===== src/rtl/junction_light_ctrl_pkg.sv =====
// Shared definitions for the junction light controller: lamp encodings,
// phase codes and the phase-code width.
package junction_light_ctrl_pkg;

    localparam int PHASE_W = 3;

    // One-hot lamp encoding, bit 0 = red, bit 1 = green, bit 2 = yellow
    localparam logic [0:2] LAMP_RED    = 3'b100;
    localparam logic [0:2] LAMP_GREEN  = 3'b010;
    localparam logic [0:2] LAMP_YELLOW = 3'b001;

    // Phase codes; 6 and 7 are unused and recovered to MAIN_G
    typedef enum logic [PHASE_W-1:0] {
        MAIN_G = 3'd0,
        MAIN_Y = 3'd1,
        RED_A  = 3'd2,
        SIDE_G = 3'd3,
        SIDE_Y = 3'd4,
        RED_B  = 3'd5
    } state_t;

endpackage


===== src/rtl/junction_light_ctrl_phase_timer.sv =====
// Loadable down-counter that measures phase durations in timebase ticks.
// A load wins over counting; counting stops at zero until the next load.
module junction_light_ctrl_phase_timer #(
    parameter int                CNT_W     = 8,
    parameter logic [CNT_W-1:0]  RESET_VAL = '0
) (
    input  logic             clock,
    input  logic             reset,
    input  logic             tick_en,
    input  logic             load,
    input  logic [CNT_W-1:0] load_val,
    output logic [CNT_W-1:0] cnt,
    output logic             zero
);

    // Load a new duration, or count down one step per tick while non-zero
    always_ff @(posedge clock or posedge reset) begin
        if (reset) begin
            cnt <= RESET_VAL;
        end else if (load) begin
            cnt <= load_val;
        end else if (tick_en && (cnt != '0)) begin
            cnt <= cnt - CNT_W'(1);
        end
    end

    assign zero = (cnt == '0);

endmodule


===== src/rtl/junction_light_ctrl.sv =====
// Two-road junction controller: sequences main and side lamps through
// green/yellow/all-red phases, serves side-road and pedestrian demand and
// drives the pedestrian walk lamp. All timing is in ticks of tick_en.
module junction_light_ctrl
    import junction_light_ctrl_pkg::*;
#(
    parameter int GREEN_TICKS  = 4,
    parameter int YELLOW_TICKS = 2,
    parameter int ALLRED_TICKS = 1,
    parameter int CNT_W        = 8
) (
    input  logic               clock,
    input  logic               reset,
    input  logic               tick_en,
    input  logic               side_req,
    input  logic               ped_req,
    output logic [0:2]         main_light,
    output logic [0:2]         side_light,
    output logic               walk,
    output logic [PHASE_W-1:0] phase
);

    localparam logic [CNT_W-1:0] GREEN_LD  = CNT_W'(GREEN_TICKS - 1);
    localparam logic [CNT_W-1:0] YELLOW_LD = CNT_W'(YELLOW_TICKS - 1);
    localparam logic [CNT_W-1:0] ALLRED_LD = CNT_W'(ALLRED_TICKS - 1);

    state_t           state_reg;
    state_t           state_next;
    logic             ped_pend_reg;
    logic             walk_grant_reg;
    logic             timer_load;
    logic [CNT_W-1:0] timer_load_val;
    logic [CNT_W-1:0] timer_cnt;
    logic             timer_zero;
    logic             advance;
    logic             start_side_g;

    junction_light_ctrl_phase_timer #(
        .CNT_W     (CNT_W),
        .RESET_VAL (GREEN_LD)
    ) u_phase_timer (
        .clock    (clock),
        .reset    (reset),
        .tick_en  (tick_en),
        .load     (timer_load),
        .load_val (timer_load_val),
        .cnt      (timer_cnt),
        .zero     (timer_zero)
    );

    // A phase may only end on a tick where its timer has already run out
    assign advance = tick_en && timer_zero;

    // Next-phase selection and the matching timer reload
    always_comb begin
        state_next     = state_reg;
        timer_load     = 1'b0;
        timer_load_val = GREEN_LD;
        case (state_reg)
            MAIN_G: begin
                // Main green is the rest state: leave only when someone is waiting
                if (advance && (side_req || ped_pend_reg)) begin
                    state_next     = MAIN_Y;
                    timer_load     = 1'b1;
                    timer_load_val = YELLOW_LD;
                end
            end
            MAIN_Y: begin
                if (advance) begin
                    state_next     = RED_A;
                    timer_load     = 1'b1;
                    timer_load_val = ALLRED_LD;
                end
            end
            RED_A: begin
                if (advance) begin
                    state_next     = SIDE_G;
                    timer_load     = 1'b1;
                    timer_load_val = GREEN_LD;
                end
            end
            SIDE_G: begin
                if (advance) begin
                    state_next     = SIDE_Y;
                    timer_load     = 1'b1;
                    timer_load_val = YELLOW_LD;
                end
            end
            SIDE_Y: begin
                if (advance) begin
                    state_next     = RED_B;
                    timer_load     = 1'b1;
                    timer_load_val = ALLRED_LD;
                end
            end
            RED_B: begin
                if (advance) begin
                    state_next     = MAIN_G;
                    timer_load     = 1'b1;
                    timer_load_val = GREEN_LD;
                end
            end
            default: begin
                // Corrupted phase code: recover at once, regardless of tick_en
                state_next     = MAIN_G;
                timer_load     = 1'b1;
                timer_load_val = GREEN_LD;
            end
        endcase
    end

    assign start_side_g = (state_reg == RED_A) && (state_next == SIDE_G);

    // Phase register plus pedestrian request latch and walk grant
    always_ff @(posedge clock or posedge reset) begin
        if (reset) begin
            state_reg      <= MAIN_G;
            ped_pend_reg   <= 1'b0;
            walk_grant_reg <= 1'b0;
        end else begin
            state_reg <= state_next;
            if (start_side_g) begin
                // A press on this very cycle is folded into the grant being issued
                walk_grant_reg <= ped_pend_reg || ped_req;
                ped_pend_reg   <= 1'b0;
            end else begin
                if (ped_req) begin
                    ped_pend_reg <= 1'b1;
                end
                if (state_next != SIDE_G) begin
                    walk_grant_reg <= 1'b0;
                end
            end
        end
    end

    // Moore lamp decode from the phase register; unknown codes show all red
    always_comb begin
        main_light = LAMP_RED;
        side_light = LAMP_RED;
        case (state_reg)
            MAIN_G: main_light = LAMP_GREEN;
            MAIN_Y: main_light = LAMP_YELLOW;
            SIDE_G: side_light = LAMP_GREEN;
            SIDE_Y: side_light = LAMP_YELLOW;
            default: begin
                main_light = LAMP_RED;
                side_light = LAMP_RED;
            end
        endcase
    end

    assign walk  = walk_grant_reg && (state_reg == SIDE_G);
    assign phase = state_reg;

endmodule


===== config.mk =====
export PLATFORM = sky130hd
export DESIGN_NAME = junction_light_ctrl
export DESIGN_NICKNAME = d
export VERILOG_FILES = /design/src/rtl/junction_light_ctrl_pkg.sv /design/src/rtl/junction_light_ctrl_phase_timer.sv /design/src/rtl/junction_light_ctrl.sv
export SDC_FILE = /design/constraint.sdc
export NUM_CORES = 1
export LEC_CHECK = 0
export BUFFER_PORTS_ARGS = -buffer_cell sky130_fd_sc_hd__buf_4
export CORE_MARGIN = 2
export CORE_UTILIZATION = 45
export DETAILED_ROUTE_END_ITERATION = 7
export PLACE_DENSITY = 0.63
export REMOVE_ABC_BUFFERS = 1
export SLEW_MARGIN = 20
export SYNTH_ARGS = -nofsm -noshare
export SYNTH_HDL_FRONTEND = slang
export SYNTH_HIERARCHICAL = 1
export SYNTH_SLANG_ARGS = --single-unit

===== constraint.sdc =====
create_clock -name clock -period 3.5 [get_ports clock]
set_clock_uncertainty 0.1 [all_clocks]
set_input_delay 0.7 -clock clock [delete_from_list [all_inputs] [get_ports clock]]
set_output_delay 0.7 -clock clock [all_outputs]
set_load 0.05 [all_outputs]

# Yosys cells after proc, flatten, opt, wreduce, memory -nomap -nowiden
# Index checks and enable logic that the tools add are counted.
[word_totals] reg_bits=13 output_inout_bits=10 inputBits=5
[classes] muxes=22 n_reduce_logical=15 eq_ne=7 add_sub_neg=1
[op_table] operator="8-bit case mux with 3 select lines" count=1
[op_table] operator="3-bit two-way mux" count=6
[op_table] operator="3-bit case mux with 6 select lines" count=1
[op_table] operator="8-bit two-way mux" count=2
[op_table] operator="3-bit case mux with 2 select lines" count=2
[op_table] operator="3-bit by 2-bit equality test with 1-bit output (second input constant)" count=3
[op_table] operator="8-bit zero test" count=1
[op_table] operator="8-bit nonzero test" count=1
[op_table] operator="8-bit by 1-bit subtractor with 8-bit output (second input constant)" count=1
[op_table] operator="3-bit equality test (second input constant)" count=2
[op_table] operator="1-bit two-way mux" count=6
[op_table] operator="2-bit two-way mux" count=3
[op_table] operator="2-bit nonzero test" count=3
[op_table] operator="1-bit logical AND" count=5
[op_table] operator="5-bit OR reduction" count=1
[op_table] operator="3-bit by 1-bit equality test with 1-bit output (second input constant)" count=1
[op_table] operator="3-bit zero test" count=1
[op_table] operator="3-bit by 2-bit inequality test with 1-bit output (second input constant)" count=1
[op_table] operator="1-bit logical OR" count=2
[op_table] operator="1-bit case mux with 2 select lines" count=1
[op_table] operator="2-bit OR reduction" count=1

# Longest topological paths before layout
[depth] depth_word=8 ltp_mapped=9

# Cells and area by module
# The synthesis kept the hierarchy.
[by_module_without_submodules] mod="junction_light_ctrl_phase_timer" instances=1 cells_each=53 area_each_um2=498.0
[by_module_without_submodules] mod="junction_light_ctrl" instances=1 cells_each=43 area_each_um2=331.6

# Worst setup path before layout
# No wires, ideal clock.
[synth_path] path_kind="flip-flop to flip-flop" start="register state_reg[1], in the netlist phase[1]" end="register u_phase_timer.cnt[5]" arrival_ps=2677 required_ps=3317 path_stages_with_launch=6 setup_slack_ps=640 setup_ps=83 path_cell_list="dfrtp_1 -> or2_1 -> nor2_1 -> a22oi_1 -> clkbuf_1 -> o21ai_0"
[synth_between] elab_chain_len=4 elab_cells_between_ends=10
[synth_lines] element="start, declared" line_no="junction_light_ctrl.sv:27" text="state_t state_reg;"
[synth_lines] element="start signal, assigned" line_no="junction_light_ctrl.sv:121" text="state_reg <= state_next;"
[synth_lines] element="3-bit by 2-bit equality test with 1-bit output (tied with other cells)" line_no="junction_light_ctrl.sv:59" text="case (state_reg)"
[synth_lines] element="5-bit OR reduction (no source line)"
[synth_lines] element="1-bit case mux with 2 select lines *" line_no="junction_light_ctrl.sv:59"
[synth_lines] element="named net timer_load" line_no="junction_light_ctrl.sv:31" text="logic timer_load;"
[synth_lines] element="8-bit two-way mux or 2-bit nonzero test (tied branches)"
[synth_lines] element="end signal, assigned" line_no="junction_light_ctrl_phase_timer.sv:21" text="cnt <= load_val;"
[synth_lines] element="end signal, assigned" line_no="junction_light_ctrl_phase_timer.sv:23" text="cnt <= cnt - CNT_W'(1);"
[synth_lines] element="end, declared" line_no="junction_light_ctrl_phase_timer.sv:12" text="output logic [CNT_W-1:0] cnt,"
# Mark *: on every way through the listed nets, which the timed path passes. The rest lies on a longest branch.
# A chain may end at the register's enable or synchronous reset.

# Worst setup path after layout
[layout_path] start="register u_phase_timer.cnt[0]" end="register u_phase_timer.cnt[4]"
[layout_between] elab_chain_len=6 elab_cells_between_ends=12
[layout_lines] element="8-bit zero test *" line_no="junction_light_ctrl_phase_timer.sv:27" text="assign zero = (cnt == '0);"
[layout_lines] element="named net timer_zero" line_no="junction_light_ctrl.sv:34" text="logic timer_zero;"
[layout_lines] element="1-bit logical AND *" line_no="junction_light_ctrl.sv:52" text="assign advance = tick_en && timer_zero;"
[layout_lines] element="1-bit logical AND" line_no="junction_light_ctrl.sv:62" text="if (advance && (side_req || ped_pend_reg)) begin"
[layout_lines] element="1-bit two-way mux" line_no="junction_light_ctrl.sv:62"
[layout_lines] element="1-bit case mux with 2 select lines *" line_no="junction_light_ctrl.sv:59"
[layout_lines] element="named net timer_load" line_no="junction_light_ctrl.sv:31"
[layout_lines] element="8-bit two-way mux or 2-bit nonzero test (tied branches)"
# Mark *: on every way through the listed nets, which the timed path passes. The rest lies on a longest branch. The select of a mux whose other input is x is not followed.

==> results.py <==
metrics = {
    "clocking": {
        "post_cts_buffers": 0,
        "htreeDepth": 1,
        "clock-sinks": 13,
        "cts_hold_buf": 0,
        "cts_tree": "done",
        "clk_pin_slew_ns": 0.09,
        "cts_made_buffers": 3,
        "clock_latency_ns": 0.27,
        "clk_path_buf_depth": 2,
        "ctsResizeCount": 0,
        "cts_root_buf": "clkbuf_4",
    },
    "sta": {
        "hold_viol_final": 0,
        "fin_crit_ns": 2.66,
        "finalSetupTns_ns": 0,
        "fmax_mhz": 376,
        "fin_hold_ws_ns": 0.230,
        "setup_violations": 0,
        "fin_crit_sh_pct": 75.9,
        "relSlewSlack_pct": 59.6,
        "worst_slack_ns": 0.843,
        "worst_pin_slew_ns": 0.598,
        "rsz0062_at_grt": "no",
        "report.final.slew_viol_count": 0,
    },
    "yosys": {
        "yosys-top-cells-area": "dfrtp_1 (33%), dfstp_2 (6.3%), nand2_1 (5.0%)",
        "synth_warnings": 6,
        "syn_inst": 96,
        "ys.flop_type": "dfrtp_1",
        "netlist.area_leader.share_pct": 33.2,
        "ys_ff_latch": 13,
        "ys_seq_area_share_pct": 39.5,
        "synthTopCellsByCount": "dfrtp_1 (11), nand2_1 (11), nor2_1 (11), inv_1 (6), o21ai_0 (6)",
        "async_flop_share_pct": 100,
        "ys_types": 39,
        "syn_avg_cell_area_sq_um": 8.64,
        "synth_top_area_cell": "dfrtp_1",
        "netlist_area_sq_um": 830,
        "synth_edf_count": 0,
    },
    "cells_and_area": {
        "stdcell_area_sq_um": 1000,
        "largest_register": "u_phase_timer/cnt",
        "largest_register_ff_count": 8,
        "final_layout_size_suffix_gt1_share_pct": 22.9,
        "area_delta_synth_final_pct": 21.0,
        "diodes": 0,
        "nNetsFinal": 126,
    },
    "die": {
        "dieWidth_um": 46.9,
        "die_area_sq_um": 2200,
        "core_area_sq_um": 1730,
        "die_y_um": 46.9,
        "initial_core_util_pct": 48.0,
        "rows": 15,
        "io_pins": 15,
    },
    "routing": {
        "antenna_left": 0,
        "drc": 0,
        "vias_per_cell": 5.02,
        "wl_met1_um": 866,
        "first_iter_violations": 10,
        "dr_wl_met2_um": 804,
        "met3WireLength_um": 32,
        "topRoutingLayerUsed": "met4",
        "wirelength_um": 1720,
        "wl_per_cell_um": 12.0,
        "firstDrtPassIters": 4,
        "vias": 718,
    },
    "placed_design": {
        "place_area_sq_um": 977,
        "port_buffers": 14,
        "place_hpwl_um": 1300,
        "gp_congestion": 0.808,
        "dp_slack_ns": 0.875,
    },
    "setup_path": {
        "r2r-end": "u_phase_timer/cnt[4]",
        "worstSetupPathType": "flip-flop to flip-flop",
        "cp_top_family": "simple AND/OR/NAND/NOR gates",
        "max_stage_delay_ns": 0.52,
        "crit_path_cell_trace": "inv_1 > ha_1 > or4b_4 > nor2_1 > nand2_1 > a22oi_1 > buf_4 > o21ai_0",
        "cp.arrival_ns": 2.71,
        "crit_path_start_kind": "flip-flop",
        "cp-end-kind": "flip-flop",
        "critical_path_buf_inv_count": 2,
        "reg2regPathDepth": 8,
        "critPathMaxFanout": 10,
        "slowest_stage": "a22oi_1",
        "r2r-start": "u_phase_timer/cnt[0]",
        "critPathRequiredTime_ns": 3.56,
        "rrSetupSlack_ns": 0.84,
    },
    "outcome": {
        "status": "finished clean",
    },
    "global_route": {
        "track_usage_pct": 16.4,
        "grt_pass1_vias": 570,
        "antenna_found_initial": 0,
        "grt_max_degree": 12,
        "overflow": 0,
        "grt_first_pass_wirelength_um": 2490,
    },
    "power": {
        "peakVddDrop_mv": 0.306,
        "powerDensity_nw_per_um2": 626,
        "power.leakage_uw": 0.000431,
    },
    "hold_path": {
        "hp-class": "primary input to async pin",
    },
    "flow_run": {
        "maxCapViolCount": 0,
    },
}
[cell families (layout without fill, tap and decap cells)]
logic type	after synthesis	after routing	synth area share, %
xor+xnor	5	5	5.28
simple gates	44	44	29.0
fa+ha+maj	2	2	3.02
other cells	1	6	0.452
mux	2	2	2.56
buf+inv	8	25	4.52
flops	13	13	39.5
compound gates	21	21	15.7
[area by class of cell]
type                       count  area (sq um)
clock buffer                   4          26.3
tap                           25          31.3
timing repair buffer          15           113
multi-input combinational     80           483
sequential                    13           328
inverter                       6          22.5
fill                         178           723
[report_power, final]
group | switching, uW | internal, uW | leakage, uW
Sequential | 59.5 | 211 | 0.000151
Clock | 49.9 | 44.1 | 0.0000150
Combinational | 153 | 111 | 0.000265
[per-stage QoR]
step	utilization (%)	total power [uW]	std cells
after global placement	56.6	533	139
after CTS	58.1	634	143
after floorplan	-	467	99
after detailed placement	56.6	535	139
final	58.1	629	143
after global routing	58.1	675	143
[worst max-delay path by stage]
stage / end / start / cells after the start / slack [ns]
floorplan: u_phase_timer/cnt[3] / phase[1] / 4 / 0.46
global placement: u_phase_timer/cnt[3] / u_phase_timer/cnt[0] / 9 / 1.01
detailed placement: u_phase_timer/cnt[4] / u_phase_timer/cnt[0] / 8 / 0.87
CTS: u_phase_timer/cnt[4] / u_phase_timer/cnt[0] / 8 / 0.85
global route: u_phase_timer/cnt[4] / u_phase_timer/cnt[0] / 8 / 0.58
finish: u_phase_timer/cnt[4] / u_phase_timer/cnt[0] / 8 / 0.84
[placed cells by master (no fill, tap or decap), drive strengths merged]
master | synthesis | final
nand4 | 1 | 1
nand3 | 3 | 3
o21ai | 10 | 10
o41ai | 1 | 1
o31ai | 2 | 2
and3 | 1 | 1
or2 | 1 | 1
a211oi | 1 | 1
mux2i | 1 | 1
a22oi | 2 | 2
nor3 | 3 | 3
nor2 | 11 | 11
conb | 1 | 6
a31oi | 1 | 1
xnor2 | 2 | 2
dfstp | 2 | 2
xor2 | 3 | 3
or4b | 1 | 1
nor3b | 1 | 1
a21oi | 3 | 3
and2 | 2 | 2
ha | 2 | 2
or3 | 2 | 2
and2b | 1 | 1
nor4 | 1 | 1
nand2 | 11 | 11
clkbuf | 1 | 4
buf | 1 | 15
nor2b | 2 | 2
inv | 6 | 6
nand2b | 2 | 2
o31a | 1 | 1
mux2 | 1 | 1
dfrtp | 11 | 11
nor4b | 1 | 1
[per-layer routing]
metal  track usage (%)  vias up
met5                 0        -
met4              6.67        0
met3              2.31        2
met2              24.4        6
met1              23.9      340
li1                  -      370
Power figures use the tool's default switching activity.
